**config.mk**
```make
export PLATFORM = sky130hd
export DESIGN_NAME = spi_flash_ctrl
export DESIGN_NICKNAME = d
export VERILOG_FILES = /design/src/rtl/spi_flash_pkg.sv /design/src/rtl/spi_flash_shifter.sv /design/src/rtl/spi_flash_ctrl.sv
export SDC_FILE = /design/constraint.sdc
export NUM_CORES = 1
export LEC_CHECK = 0
export ABC_CLOCK_PERIOD_IN_PS = 4400
export CAP_MARGIN = 25
export CORE_MARGIN = 2
export CORE_UTILIZATION = 40
export DETAILED_ROUTE_END_ITERATION = 16
export HOLD_SLACK_MARGIN = 0.15
export SYNTH_ARGS = -nofsm -noshare
export SYNTH_HDL_FRONTEND = slang
export SYNTH_SLANG_ARGS = --single-unit
export TNS_END_PERCENT = 10
```
**constraint.sdc**
```tcl
create_clock -name interfaceClk -period 4.4 [get_ports interfaceClk]
set_clock_uncertainty 0.15 [all_clocks]
set_input_delay 0.88 -clock interfaceClk [delete_from_list [all_inputs] [get_ports interfaceClk]]
set_output_delay 0.88 -clock interfaceClk [all_outputs]
set_load 0.03 [all_outputs]
```
**src/rtl/spi_flash_pkg.sv**
```systemverilog
// spi_flash_pkg: opcodes, FSM states and opcode-to-phase decode for spi_flash_ctrl.
// POLL exists only when SPI_FLASH_WIP_POLL_EN is defined.
package spi_flash_pkg;
   localparam logic [7:0] OP_READ  = 8'h03;
   localparam logic [7:0] OP_FREAD = 8'h0B;
   localparam logic [7:0] OP_PP    = 8'h02;
   localparam logic [7:0] OP_RDSR  = 8'h05;
   localparam logic [7:0] OP_RDID  = 8'h9F;
   localparam logic [7:0] OP_WREN  = 8'h06;
   localparam logic [7:0] OP_RSTEN = 8'h66;
   localparam logic [7:0] OP_RST   = 8'h99;

   typedef enum logic [2:0] {
      IDLE, CMD, ADDR, DUMMY, DATA,
`ifdef SPI_FLASH_WIP_POLL_EN
      POLL,
`endif
      GAP
   } state_t;

   typedef struct packed {
      logic has_addr;
      logic has_dummy;
      logic rd;
      logic wr;
   } phase_t;

   function automatic phase_t decode(input logic [7:0] op);
      phase_t p;
      p.has_addr  = op inside {OP_READ, OP_FREAD, OP_PP};
      p.has_dummy = op == OP_FREAD;
      p.rd        = op inside {OP_READ, OP_FREAD, OP_RDSR, OP_RDID};
      p.wr        = op == OP_PP;
      return p;
   endfunction
endpackage

```
**src/rtl/spi_flash_shifter.sv**
```systemverilog
// spi_flash_shifter: mode-3 MCLK divider plus 8-bit shift in/out; stalls MCLK high until a byte is loaded.
module spi_flash_shifter #(
   parameter int CLK_DIV = 2
) (
   input  logic       clk,
   input  logic       rst,
   input  logic       en,
   input  logic       ld_valid,
   input  logic [7:0] ld_byte,
   input  logic [3:0] ld_bits,
   input  logic       miso,
   output logic       need,
   output logic       byte_end,
   output logic       mclk,
   output logic       mosi,
   output logic [7:0] rx
);
   localparam logic [15:0] DIV_TOP = 16'(CLK_DIV - 1);
   logic [15:0] cnt;
   logic [3:0] bits;
   logic [7:0] tx, sh;
   logic tick;
   assign tick = en && cnt == DIV_TOP;
   assign need = tick && mclk && bits == 4'd0;
   assign byte_end = tick && !mclk && bits == 4'd1;
   assign rx = {sh[6:0], miso};
   // A pending falling edge with no bits left waits here, holding cnt at DIV_TOP
   always_ff @(posedge clk or posedge rst)
      if (rst) begin
         cnt <= '0;
         bits <= '0;
         mclk <= 1'b1;
         mosi <= 1'b0;
         tx <= '0;
         sh <= '0;
      end else if (!en) begin
         cnt <= '0;
         bits <= '0;
         mclk <= 1'b1;
      end else if (!tick) begin
         cnt <= cnt + 16'd1;
      end else if (mclk) begin
         if (bits != 4'd0 || ld_valid) begin
            cnt <= '0;
            mclk <= 1'b0;
            mosi <= bits != 4'd0 ? tx[7] : ld_byte[7];
            tx <= bits != 4'd0 ? {tx[6:0], 1'b0} : {ld_byte[6:0], 1'b0};
            if (bits == 4'd0) bits <= ld_bits;
         end
      end else begin
         cnt <= '0;
         mclk <= 1'b1;
         sh <= rx;
         bits <= bits - 4'd1;
      end
endmodule

```
**src/rtl/spi_flash_ctrl.sv**
```systemverilog
// spi_flash_ctrl: SPI NOR flash command sequencer (mode 3).
// Define SPI_FLASH_WIP_POLL_EN to poll status after page program until WIP clears.
module spi_flash_ctrl import spi_flash_pkg::*; #(
   parameter int CLK_DIV      = 2,
   parameter int ADDR_BYTES   = 3,
   parameter int DUMMY_CYCLES = 8,
   parameter int LEN_W        = 9
) (
   input  logic                    interfaceClk,
   input  logic                    reset,
   input  logic                    cmdValid,
   output logic                    cmdReady,
   input  logic [7:0]              fCommand,
   input  logic [8*ADDR_BYTES-1:0] fAddress,
   input  logic [LEN_W-1:0]        fLength,
   input  logic [7:0]              fData_WR,
   input  logic                    WrDataValid,
   output logic                    WrDataReady,
   output logic [7:0]              fData_RD,
   output logic                    RdDataValid,
   output logic                    busy,
   output logic                    done,
   input  logic                    MISO,
   output logic                    MOSI,
   output logic                    MCLK,
   output logic                    CS_n
);
   localparam logic [15:0] DIV_TOP = 16'(CLK_DIV - 1);
   localparam logic [15:0] GAP_END = 16'(CLK_DIV + 3);
   state_t state, nxt, after_dummy, after_addr;
   phase_t info;
   logic [7:0] op, ld_byte, rx;
   logic [8*ADDR_BYTES-1:0] addr_sh;
   logic [LEN_W-1:0] len;
   logic [2:0] acnt;
   logic [15:0] dcnt, gcnt;
   logic [3:0] ld_bits;
   logic en, ld_valid, need, byte_end, load, gap_end, poll_go;

   spi_flash_shifter #(.CLK_DIV(CLK_DIV)) u_shifter (
      .clk(interfaceClk), .rst(reset), .en(en), .ld_valid(ld_valid), .ld_byte(ld_byte),
      .ld_bits(ld_bits), .miso(MISO), .need(need), .byte_end(byte_end), .mclk(MCLK),
      .mosi(MOSI), .rx(rx)
   );

   assign load = need && ld_valid;
   assign gap_end = state == GAP && gcnt == GAP_END;

`ifdef SPI_FLASH_WIP_POLL_EN
   logic polled, poll_rd;
   assign poll_go = info.wr && !polled;
`else
   assign poll_go = 1'b0;
`endif

   always_ff @(posedge interfaceClk or posedge reset)
      if (reset) state <= IDLE;
      else state <= nxt;

   always_comb begin
      after_dummy = (info.rd || info.wr) && len != '0 ? DATA : GAP;
      after_addr = info.has_dummy && DUMMY_CYCLES != 0 ? DUMMY : after_dummy;
      nxt = state;
      case (state)
         IDLE:  if (cmdValid) nxt = CMD;
         CMD:   if (byte_end) nxt = info.has_addr ? ADDR : after_dummy;
         ADDR:  if (byte_end && acnt == 3'd0) nxt = after_addr;
         DUMMY: if (byte_end && dcnt == 16'd0) nxt = after_dummy;
         DATA:  if (byte_end && len == '0) nxt = GAP;
`ifdef SPI_FLASH_WIP_POLL_EN
         POLL:  if (byte_end && poll_rd && !rx[0]) nxt = GAP;
         GAP:   if (gap_end) nxt = poll_go ? POLL : IDLE;
`else
         GAP:   if (gap_end) nxt = IDLE;
`endif
         default: nxt = IDLE;
      endcase
   end

   always_comb begin
      cmdReady = state == IDLE;
      busy = !cmdReady;
      en = state != IDLE && state != GAP;
      ld_valid = state == DATA && info.wr ? WrDataValid : 1'b1;
      ld_bits = state == DUMMY ? (dcnt > 16'd8 ? 4'd8 : dcnt[3:0]) : 4'd8;
      ld_byte = state == CMD ? op :
                state == ADDR ? addr_sh[8*ADDR_BYTES-1 -: 8] :
                state == DATA && info.wr ? fData_WR : 8'h00;
`ifdef SPI_FLASH_WIP_POLL_EN
      if (state == POLL && !poll_rd) ld_byte = OP_RDSR;
`endif
      WrDataReady = need && state == DATA && info.wr;
      done = gap_end && !poll_go;
   end

   always_ff @(posedge interfaceClk or posedge reset)
      if (reset) begin
         op <= '0;
         info <= '0;
         addr_sh <= '0;
         len <= '0;
         acnt <= '0;
         dcnt <= '0;
         gcnt <= '0;
         CS_n <= 1'b1;
         fData_RD <= '0;
         RdDataValid <= 1'b0;
`ifdef SPI_FLASH_WIP_POLL_EN
         polled <= 1'b0;
         poll_rd <= 1'b0;
`endif
      end else begin
         RdDataValid <= byte_end && state == DATA && info.rd;
         if (byte_end && state == DATA && info.rd) fData_RD <= rx;
         if (cmdValid && cmdReady) begin
            op <= fCommand;
            info <= decode(fCommand);
            addr_sh <= fAddress;
            len <= fLength;
            acnt <= 3'(ADDR_BYTES);
            dcnt <= 16'(DUMMY_CYCLES);
            CS_n <= 1'b0;
`ifdef SPI_FLASH_WIP_POLL_EN
            polled <= 1'b0;
`endif
         end
         if (load && state == ADDR) begin
            addr_sh <= addr_sh << 8;
            acnt <= acnt - 3'd1;
         end
         if (load && state == DUMMY) dcnt <= dcnt - 16'(ld_bits);
         if (load && state == DATA) len <= len - LEN_W'(1);
         gcnt <= state == GAP ? gcnt + 16'd1 : 16'd0;
         // CS_n rises one half-bit after the final rising MCLK edge
         if (state == GAP && gcnt == DIV_TOP) CS_n <= 1'b1;
`ifdef SPI_FLASH_WIP_POLL_EN
         if (gap_end && poll_go) begin
            CS_n <= 1'b0;
            polled <= 1'b1;
         end
         poll_rd <= state == POLL && (poll_rd || byte_end);
`endif
      end
endmodule

```
==> flow_summary.toml <==
[outcome]
status = "finished clean"

[synth]
ys.flop_type = "dfrtp_1"
synth_fa_ha_area_share_pct = 2.88
synth_edf_count = 0
yosysTopAreaCell = "dfrtp_1"
synth_simple_gate_area_share_pct = 21.4
synth_mux_area_share_pct = 7.47
ys_types = 62
netlist_area_mm2 = 0.00678
ys_warn_count = 0
syn_nets = 754
ys_seq_elements = 129
ys_seq_area_share_pct = 47.6
synth_compound_area_share_pct = 13.4
netlist_instances = 685
async_flop_share_pct = 100
synthDominantCellAreaShare_pct = 46.9
synthXorXnorAreaFrac_pct = 3.62
synth_top_family_by_area = "simple AND/OR/NAND/NOR gates"
netlist_top_cells_area = "dfrtp_1, nand2_1, mux2_2, mux2i_1, nor2_1"
avgSynthCellArea_um2 = 9.90

[critical_path]
path_class = "reg2out"
worstPathRequired_ns = 3.37
cp-end-kind = "output port"
cp.arrival_ns = 2.94
critPathMaxFanout = 15
start_kind = "flip-flop"

[detailed_routing]
routed_wl_um = 15000
drt_iter0_drc = 294
wl_per_cell_um = 15.3
drc_errors = 0
drt-vias-per-instance = 5.31
ant_nets = 0
firstDrtPassIters = 5
num_vias = 5221

[sta]
finalMaxSlewViolations = 0
tightest_slew_ns = 0.769
timing.fmax_mhz = 252
setup_viol = 0
timing.final.crit_share_pct = 90.2
rsz0062_at_grt = "no"
fin_crit_ns = 3.97
slew-limit-headroom_pct = 48.6
finalSetupTns_ns = 0
hold_ws_ns = 0.320
finalHoldViolCount = 0
finalWorstSetupSlack_ns = 0.432

[global_route]
antenna_found_initial = 0
grt_max_degree = 130
overflow = 0
track_usage_pct = 18.1
grt_pass1_vias = 5179
grt_pass1_wl_um = 25800

[die]
start_util_pct = 40.9
num_rows = 47
die_area_mm2 = 0.0180
core-area_mm2 = 0.0166
die-width_um = 134
chipHeight_um = 134
ios = 70

[pwr]
p_clk_share_pct = 34.4
pwr_density_cell_mw_per_mm2 = 543
p_sw_w = 0.00146
p_leak_nw = 3.72
pwr-share-comb_pct = 27.7
seq_power_share_pct = 37.9
intPower_w = 0.00308
ir_drop_mv = 0.315
swShare_pct = 32.2

[min_path]
hold_class = "reg2reg"

[clock_network]
htree_levels = 4
clock-sinks = 129
clock_latency_ns = 0.43
cts_tree = "built"
clockRootBuffer = "clkbuf_16"
cts_buffer_depth = 2
cts-resized-gates = 0
holdBufCountCts = 0
numCtsBuffers = 17
post_cts.repair.setup_buffers = 0
clk_pin_slew_worst_paths_ns = 0.05

[layout]
fin_nets = 819
antennaDiodeCount = 0
drive_above_1_share_pct = 11.0
area_growth_pct = 23.6

[placed_design]
gp_congestion = 0.832
pre_cts_slack_ns = 0.828
port_buffers = 69
dp_hpwl_um = 10400

[run]
drv_cap = 0
[power by group through the flow]
stage	sequential, W	clock (W)	combinational (W)
after CTS	0.00172	0.00161	0.00127
final	0.00172	0.00157	0.00126
after floorplan	0.00168	0	0.000954
after global routing	0.00178	0.00167	0.00142
after detailed placement	0.00174	0	0.00126
after global placement	0.00173	0	0.00121
[state kept, by name (all words and copies together) (netlist names), 7 cells and up]
| name | cells |
|---|---|
| addr_sh | 24 |
| dcnt | 16 |
| fData_RD | 8 |
| gcnt | 16 |
| len | 9 |
| op | 8 |
| u_shifter.cnt | 16 |
| u_shifter.sh | 7 |
| u_shifter.tx | 7 |
[kinds of logic after synthesis]
kind of cell	after synthesis
DFF	129
muxes	47
buffers and inverters	61
xor gates and xnor gates	28
AOI/OAI and AO/OA	133
adders and majority gates	15
and+or+nand+nor	272
[worst max-delay path, stage by stage (launching register included)]
cell and delay [ns]:
dfrtp_1 0.53, nor3b_1 0.59, and2_1 0.41, and4_1 0.30, clkdlybuf4s50_1 0.69
[placed cells by master (no fill, tap or decap), types with 9 or more instances in the layout]
cell type        instances
clkdlybuf4s50_1         69
nand3_1                 18
mux2i_1                 21
dfrtp_1                127
inv_1                   27
a22oi_1                  9
nor4_1                  10
ha_1                    14
xor2_1                  10
a22o_1                  18
a21oi_1                 22
xnor2_1                 18
nor3_1                  20
o21ai_0                 31
clkbuf_16               17
nand2_1                 98
mux2_2                  25
a21o_1                  22
nor2_1                  53
[metal layers]
| metal | vias to the layer above | routed length, um | global-route usage, % |
|---|---|---|---|
| li1 | 2562 | - | - |
| met1 | 2518 | 7180 | 24.0 |
| met2 | 121 | 6930 | 27.9 |
| met3 | 20 | 671 | 5.37 |
| met4 | 0 | 250 | 7.37 |
| met5 | - | 0 | 0 |
[per-stage QoR]
| step | instance area (um2) | total power (W) | instances | util, % |
|---|---|---|---|---|
| CTS | 8380 | 0.00460 | 982 | 50.5 |
| floorplan | 6790 | 0.00263 | 685 | - |
| global route | 8380 | 0.00486 | 983 | 50.6 |
| global placement | 7690 | 0.00294 | 949 | 46.4 |
| detailed placement | 7720 | 0.00300 | 950 | 46.6 |
| finish | 8380 | 0.00455 | 983 | 50.6 |
[final timing paths]
kind,from,to,slack [ns],cells past startpoint
min in group asynchronous,reset,u_shifter.cnt[5]$_DFFE_PP0P_,0.86,3
max in group asynchronous,reset,dcnt[5]$_DFFE_PP0P_,2.71,3
worst max-delay path,state[0]$_DFFE_PP0P_,WrDataReady,0.43,4
worst min-delay path,len[6]$_DFFE_PP0P_,len[6]$_DFFE_PP0P_,0.32,1
worst max register to register,dcnt[11]$_DFFE_PP0P_,dcnt[14]$_DFFE_PP0P_,0.79,14
worst min register to register,len[6]$_DFFE_PP0P_,len[6]$_DFFE_PP0P_,0.32,1
[cell usage after synthesis (3+ instances only)]
master,number
a22o_1,18
nor2b_1,7
nand4_1,8
a21oi_1,22
and2_1,3
buf_2,9
ha_1,14
o211ai_1,3
nor3b_1,6
mux2_2,25
a22oi_1,9
clkbuf_1,21
and4_1,7
nor2_1,53
nand2b_1,4
nor4_4,3
a31oi_1,4
xor2_1,10
or4_1,5
nand4b_1,3
nor3_1,20
or3_1,7
and3_1,4
xnor2_1,18
dfrtp_1,127
nand2_1,98
mux2i_1,21
nand3b_1,3
o21ai_0,31
o31ai_1,4
a2bb2oi_1,8
nor4_1,10
a21o_1,22
nand3_1,18
inv_1,28
[final cells by class]
type	instances	area, um2
fillers	1523	8200
flip-flops and latches	129	3230
well taps	220	275
inverters	28	109
multi-input cells	495	3320
repair buffers	79	798
clock buffers	22	474
clock inverters	10	180
No activity file was read; power rests on OpenSTA's default activity.
